<file path="config.mk">
export PLATFORM = sky130hd
export DESIGN_NAME = xadc_drp_sampler_flat
export DESIGN_NICKNAME = d
export VERILOG_FILES = /design/src/rtl/xadc_drp_sampler_if.sv /design/src/rtl/xadc_drp_sampler.sv /design/src/flat_wrapper.sv
export SDC_FILE = /design/constraint.sdc
export NUM_CORES = 1
export LEC_CHECK = 0
export CAP_MARGIN = 0
export CELL_PAD_IN_SITES_DETAIL_PLACEMENT = 1
export CELL_PAD_IN_SITES_GLOBAL_PLACEMENT = 2
export CORE_MARGIN = 8
export CORE_UTILIZATION = 24
export CTS_CLUSTER_DIAMETER = 150
export CTS_CLUSTER_SIZE = 25
export DETAILED_ROUTE_END_ITERATION = 10
export PLACE_DENSITY_LB_ADDON = 0.08
export SLEW_MARGIN = 5
export SYNTH_ARGS = -nofsm -noshare
export SYNTH_HDL_FRONTEND = slang
export SYNTH_SLANG_ARGS = --single-unit
</file>
<file path="constraint.sdc">
create_clock -name clk -period 1.4 [get_ports clk]
set_input_delay 0.28 -clock clk [delete_from_list [all_inputs] [get_ports clk]]
set_output_delay 0.28 -clock clk [all_outputs]
set_load 0.05 [all_outputs]
</file>
<file path="src/rtl/xadc_drp_sampler_if.sv">
// XADC event and DRP read bus between the sampler (master) and the XADC wizard (slave).
interface xadc_drp_sampler_if;
   logic        eoc;
   logic [4:0]  channel;
   logic        drp_den;
   logic [6:0]  drp_daddr;
   logic [15:0] drp_do;
   logic        drp_drdy;

   modport master (input eoc, channel, drp_do, drp_drdy, output drp_den, drp_daddr);
   modport slave  (output eoc, channel, drp_do, drp_drdy, input drp_den, drp_daddr);
endinterface

</file>
<file path="src/rtl/xadc_drp_sampler.sv">
// Turns XADC end-of-conversion events into DRP reads for two aux channels, with timeout and drop count.
// Optional power-of-two averaging is compiled in with `define XADC_DRP_SAMPLER_AVG_EN.
module xadc_drp_sampler #(
   parameter logic [6:0]  CH0_ADDR = 7'h1C,
   parameter logic [6:0]  CH1_ADDR = 7'h10,
   parameter int unsigned TIMEOUT  = 63,
   parameter int unsigned AVG_LOG2 = 2
) (
   input  logic                clk,
   input  logic                rst,
   xadc_drp_sampler_if.master  bus,
   input  logic [1:0]          ch_en_i,
   output logic [11:0]         sample0_o,
   output logic [11:0]         sample1_o,
   output logic [1:0]          sample_valid_o,
   output logic                timeout_err_o,
   output logic [7:0]          drop_cnt_o,
   output logic                busy_o
);
   localparam int unsigned CW = (TIMEOUT < 2) ? 1 : $clog2(TIMEOUT);

   if (TIMEOUT < 1 || AVG_LOG2 < 1) begin : g_bad_cfg
      $error("xadc_drp_sampler: TIMEOUT and AVG_LOG2 must be at least 1");
   end

   typedef enum logic [1:0] {S_IDLE, S_REQ, S_WAIT, S_STORE} state_t;

   state_t           state_q;
   logic [CW-1:0]    cnt_q;
   logic             tgt_q;
   logic [11:0]      data_q;
   logic             den_q;
   logic [6:0]       daddr_q;
   logic [1:0][11:0] sample_q;
   logic [1:0]       valid_q;
   logic             to_q;
   logic [7:0]       drop_q, drop_d;
   logic             hit0, hit1;
   logic             unused_lsb;

   assign hit0 = bus.eoc && (bus.channel == CH0_ADDR[4:0]) && ch_en_i[0];
   assign hit1 = bus.eoc && (bus.channel == CH1_ADDR[4:0]) && ch_en_i[1];
   assign unused_lsb = ^bus.drp_do[3:0];

   // Only events that would have started a transaction count as lost.
   always_comb begin
      drop_d = drop_q;
      if ((state_q != S_IDLE) && (hit0 || hit1) && (drop_q != 8'hFF))
         drop_d = drop_q + 8'd1;
   end

`ifdef XADC_DRP_SAMPLER_AVG_EN
   localparam int unsigned AW = 12 + AVG_LOG2;
   logic [1:0][AW-1:0]       acc_q;
   logic [1:0][AVG_LOG2-1:0] acnt_q;
   logic [AW-1:0]            acc_d;

   assign acc_d = acc_q[tgt_q] + AW'(data_q);
`endif

   always_ff @(posedge clk) begin
      if (rst) begin
         state_q  <= S_IDLE;
         cnt_q    <= '0;
         tgt_q    <= 1'b0;
         data_q   <= '0;
         den_q    <= 1'b0;
         daddr_q  <= CH0_ADDR;
         sample_q <= '0;
         valid_q  <= '0;
         to_q     <= 1'b0;
         drop_q   <= '0;
`ifdef XADC_DRP_SAMPLER_AVG_EN
         acc_q    <= '0;
         acnt_q   <= '0;
`endif
      end else begin
         den_q   <= 1'b0;
         valid_q <= '0;
         to_q    <= 1'b0;
         drop_q  <= drop_d;
         case (state_q)
            S_IDLE: begin
               if (hit0) begin
                  tgt_q   <= 1'b0;
                  daddr_q <= CH0_ADDR;
                  den_q   <= 1'b1;
                  state_q <= S_REQ;
               end else if (hit1) begin
                  tgt_q   <= 1'b1;
                  daddr_q <= CH1_ADDR;
                  den_q   <= 1'b1;
                  state_q <= S_REQ;
               end
            end
            S_REQ: begin
               cnt_q   <= '0;
               state_q <= S_WAIT;
            end
            S_WAIT: begin
               // drdy on the final count still wins over the timeout.
               if (bus.drp_drdy) begin
                  data_q  <= bus.drp_do[15:4];
                  state_q <= S_STORE;
               end else if (cnt_q == CW'(TIMEOUT - 1)) begin
                  to_q    <= 1'b1;
                  state_q <= S_IDLE;
               end else begin
                  cnt_q <= cnt_q + CW'(1);
               end
            end
            S_STORE: begin
`ifdef XADC_DRP_SAMPLER_AVG_EN
               if (acnt_q[tgt_q] == '1) begin
                  sample_q[tgt_q] <= acc_d[AW-1 -: 12];
                  valid_q[tgt_q]  <= 1'b1;
                  acc_q[tgt_q]    <= '0;
               end else begin
                  acc_q[tgt_q] <= acc_d;
               end
               acnt_q[tgt_q] <= acnt_q[tgt_q] + AVG_LOG2'(1);
`else
               sample_q[tgt_q] <= data_q;
               valid_q[tgt_q]  <= 1'b1;
`endif
               state_q <= S_IDLE;
            end
            default: state_q <= S_IDLE;
         endcase
`ifdef XADC_DRP_SAMPLER_AVG_EN
         // A disabled channel restarts its window from empty when re-enabled.
         for (int i = 0; i < 2; i++) begin
            if (!ch_en_i[i]) begin
               acc_q[i]  <= '0;
               acnt_q[i] <= '0;
            end
         end
`endif
      end
   end

   assign bus.drp_den     = den_q;
   assign bus.drp_daddr   = daddr_q;
   assign sample0_o       = sample_q[0];
   assign sample1_o       = sample_q[1];
   assign sample_valid_o  = valid_q;
   assign timeout_err_o   = to_q;
   assign drop_cnt_o      = drop_q;
   assign busy_o          = (state_q != S_IDLE);
endmodule

</file>
<file path="src/flat_wrapper.sv">
// flat-port wrapper written by rule: the top's interface ports become plain ports
module xadc_drp_sampler_flat 
#(
   parameter logic [6:0]  CH0_ADDR = 7'h1C,
   parameter logic [6:0]  CH1_ADDR = 7'h10,
   parameter int unsigned TIMEOUT  = 63,
   parameter int unsigned AVG_LOG2 = 2
)
  (clk, rst, ch_en_i, sample0_o, sample1_o, sample_valid_o, timeout_err_o, drop_cnt_o, busy_o, bus_eoc, bus_channel, bus_drp_do, bus_drp_drdy, bus_drp_den, bus_drp_daddr);
  xadc_drp_sampler_if bus_i ();
  input  logic clk;
  input  logic rst;
  input  logic [1:0] ch_en_i;
  output logic [11:0] sample0_o;
  output logic [11:0] sample1_o;
  output logic [1:0] sample_valid_o;
  output logic timeout_err_o;
  output logic [7:0] drop_cnt_o;
  output logic busy_o;
  input wire logic [$bits(bus_i.eoc)-1:0] bus_eoc;
  input wire logic [$bits(bus_i.channel)-1:0] bus_channel;
  input wire logic [$bits(bus_i.drp_do)-1:0] bus_drp_do;
  input wire logic [$bits(bus_i.drp_drdy)-1:0] bus_drp_drdy;
  output wire logic [$bits(bus_i.drp_den)-1:0] bus_drp_den;
  output wire logic [$bits(bus_i.drp_daddr)-1:0] bus_drp_daddr;
  assign bus_i.eoc = bus_eoc;
  assign bus_i.channel = bus_channel;
  assign bus_i.drp_do = bus_drp_do;
  assign bus_i.drp_drdy = bus_drp_drdy;
  assign bus_drp_den = bus_i.drp_den;
  assign bus_drp_daddr = bus_i.drp_daddr;
  xadc_drp_sampler #(.CH0_ADDR(CH0_ADDR), .CH1_ADDR(CH1_ADDR), .TIMEOUT(TIMEOUT), .AVG_LOG2(AVG_LOG2)) u_core (.clk(clk), .rst(rst), .bus(bus_i), .ch_en_i(ch_en_i), .sample0_o(sample0_o), .sample1_o(sample1_o), .sample_valid_o(sample_valid_o), .timeout_err_o(timeout_err_o), .drop_cnt_o(drop_cnt_o), .busy_o(busy_o));
endmodule
</file>
==> impl_metrics.csv <==
group,metric,value,unit
sta,finalMaxSlewViolations,0,
final_layout,layout_commonest_cell,"nand2_1",
critical_path,end_kind,"primary output",
route,drtPass1Iterations,4,
place,gp_congestion,0.7632,
route,wl_per_cell,14.55,um
critical_path,crit_arrival,1.14,ns
worst_hold_path,hold_start,"rst",
yosys,syn_area,2369,um^2
sta,fin_worst_skew,0.007621,ns
job,max_cap_violations,0,
pwr,p_clk_share,48.2,%
place,io_buffers,61,
global_routing,grt_max_degree,26,
critical_path,worst-r2r-setup-slack,-0.02,ns
final_layout,syn_to_final_growth,76.81,%
sta,setup-tns-final,-0.04899,ns
pwr,p_sw_share,22.04,%
sta,max_freq,0.7037,GHz
place,hpwl,5196,um
route,num_vias,2310,
yosys,ys.flop_type,"dfxtp_1",
final_layout,nNetsFinal,413,
clock_tree,htree_levels,3,
clock_tree,path_clk_slew,0.07,ns
floorplan,core,9684,um^2
yosys,netlist_instances,286,
clock_tree,clock_sinks,58,
global_routing,gr-total-overflow,0,
sta,finalWorstSetupSlack,-0.02097,ns
yosys,ys_async_sr_fraction,0,%
route,vias_per_cell,4.442,
sta,fin_crit,1.421,ns
yosys,synth_seq_area_share,49.02,%
route,drtAntennaViolNets,0,
sta,fin_crit_sh,101.5,%
worst_hold_path,hp-class,"primary input to flop",
pwr,cellPowerDensity,837.6,nW/um^2
global_routing,grt_usage,12.00,%
critical_path,rr_startpoint,"u_core.state_q[1]$_SDFFE_PP0P_",
final_layout,drive_above_1_share,34.63,%
yosys,synth-edff-count,0,
worst_hold_path,holdPathEnd,"u_core.drop_cnt_o[1]$_SDFFE_PP0P_",
critical_path,rr_worst_depth,7,
yosys,yosysWarnings,0,
critical_path,worstPathBufferInverterCount,3,
floorplan,die_w,115.3,um
critical_path,cp-start-kind,"flop",
clock_tree,clock_latency,0.33,ns
floorplan,fp.dieH,115.3,um
floorplan,placementRows,36,
critical_path,slowest_stage,"dfxtp_4",
critical_path,r2r-end,"u_core.drop_cnt_o[4]$_SDFFE_PP0P_",
pwr,seqPwrFrac,46.8,%
global_routing,grt_pass1_vias,2532,
route,wirelength,7564,um
critical_path,crit_path_max_incr_delay,0.37,ns
sta,hold_viol,0,
pwr,p_sw,0.7730,mW
critical_path,crit_required,1.12,ns
critical_path,cp_max_fo,5,
pwr,p_leak,1.509,nW
yosys,synth_area_per_cell,8.282,um^2
floorplan,io_pins,71,
critical_path,critPathKind,"flop to primary output",
yosys,ys_ff_latch,58,
pwr,comb_power_share,5.1,%
route,drc,0,
floorplan,dieArea,13300,um^2
worst_hold_path,whs_path_depth,2,
route,drtIter0Drc,41,
critical_path,cp_cell_sequence,"nor2_4 > inv_4 > buf_6 > buf_12",
run_status,status,"finished, violations left",
clock_tree,cts_tree,"done",
run_status,violations,"negative setup slack",
sta,setup_viol_count_final,3,
pwr,peakVddDrop,0.3994,mV
clock_tree,clk_path_buf_depth,2,
global_routing,antenna_found_initial,0,
final_layout,final_cell_mix,"79 x nand2_1, 48 x dfxtp_1, 42 x a21oi_1, 42 x buf_12, 28 x buf_4",
clock_tree,cts_made_buffers,9,
final_layout,diodes,0,
sta,rsz0062_at_grt,"true",
clock_tree,root_buffer,"clkbuf_8",
global_routing,grt_pass1_wl,12460,um
yosys,ys_types,41,
critical_path,path_delay_family,"flip-flops",
pwr,p_int,2.734,mW
sta,timing.hold.ws,0.3204,ns
floorplan,start_util,24.46,%
## per-stage QoR
step	instances	power, mW	setup slack (ns)	instance area [um^2]	utilization [%]
2_1_floorplan	289	1.771	-0.01410	2442	-
3_3_place_gp	492	1.858	-0.4707	3742	38.64
3_5_place_dp	492	1.859	-0.5127	3742	38.64
4_1_cts	518	3.577	-0.04183	4103	42.36
5_1_grt	520	3.653	-0.08463	4188	43.24
6_report	520	3.507	-0.02097	4188	43.24
## timing repair
| item | in CTS | in global routing |
|---|---|---|
| setup endpoints to repair | 11 | 27 |
| buffers inserted | 11 | 2 |
| hold buffers | 0 | 0 |
| resized for setup | 29 | 20 |
| pin swaps | 11 | 5 |
## cell usage after synthesis (2+ instances only)
library cell  count  share of area, %
nand2_1          79                13
dfxtp_1          58                49
a21oi_1          46               9.7
nand3_1          13               2.7
clkbuf_1          8               1.3
buf_4             7               2.2
nor2_1            6              0.95
o21ai_0           6               1.3
or3_1             6               1.6
and3_1            4               1.1
inv_1             4              0.63
buf_1             3              0.48
ha_1              3               1.6
mux2i_1           3               1.3
nand2b_1          3              0.79
or4_1             3              0.95
a211oi_1          2              0.63
buf_2             2              0.42
conb_1            2              0.32
nor2b_1           2              0.53
nor3_1            2              0.42
o2111ai_1         2              0.74
o211ai_1          2              0.63
o31ai_1           2              0.63
o41ai_1           2              0.74
## flip-flops by register name, indices dropped and copies added (netlist names), 2 cells and up
register / cells
u_core.drop_cnt_o: 8
u_core.cnt_q: 6
u_core.state_q: 2
u_core.sample1_o: 12
u_core.sample0_o: 12
u_core.data_q: 12
u_core.sample_valid_o: 2
## power groups by stage
stage / Combinational (mW) / Clock [mW] / Sequential (mW)
3_5_place_dp: 0.177 / 0 / 1.68
3_3_place_gp: 0.176 / 0 / 1.68
4_1_cts: 0.176 / 1.76 / 1.64
2_1_floorplan: 0.0887 / 0 / 1.68
6_report: 0.177 / 1.69 / 1.64
5_1_grt: 0.193 / 1.82 / 1.64
## cells by family after synthesis
logic type	count (synthesis)	synth area share [%]
AO/OA/AOI/OAI	67	17.12
XOR/XNOR	1	0.3699
adder cells (fa/ha/maj)	3	1.585
buffers and inverters	26	5.652
flip-flops	58	49.02
multiplexers	3	1.268
other	2	0.3171
AND/OR/NAND/NOR	126	24.67
## layout make-up
type | count | area (um^2)
Clock buffer | 12 | 176.4
Clock inverter | 3 | 45.04
Fill cell | 1085 | 5497
Inverter | 5 | 21.27
Multi-Input combinational cell | 205 | 1195
Sequential cell | 58 | 1194
Tap cell | 133 | 166.4
Timing Repair Buffer | 104 | 1390
## metal layers
layer / track usage (%) / routed length [um] / vias up
met4: 5.517 / 103 / 0
met5: 0 / 0 / -
met1: 13.23 / 3164 / 1090
met2: 20.89 / 3880 / 50
li1: - / - / 1162
met3: 3.361 / 416 / 8
## worst max path at each step
stage,slack [ns],to,depth (start not counted),from
4_1_cts,-0.04,busy_o,4,u_core.state_q[0]$_SDFFE_PP0P_
6_report,-0.02,busy_o,4,u_core.state_q[1]$_SDFFE_PP0P_
3_3_place_gp,-0.47,u_core.drop_cnt_o[3]$_SDFFE_PP0P_,5,bus_channel[2]
3_5_place_dp,-0.51,u_core.drop_cnt_o[3]$_SDFFE_PP0P_,5,bus_channel[2]
2_1_floorplan,-0.01,u_core.drop_cnt_o[7]$_SDFFE_PP0P_,4,u_core.drop_cnt_o[3]$_SDFFE_PP0P_
5_1_grt,-0.08,u_core.cnt_q[5]$_SDFFE_PP0P_,5,u_core.state_q[0]$_SDFFE_PP0P_
Note: power is estimated with default switching activity, not from simulation.
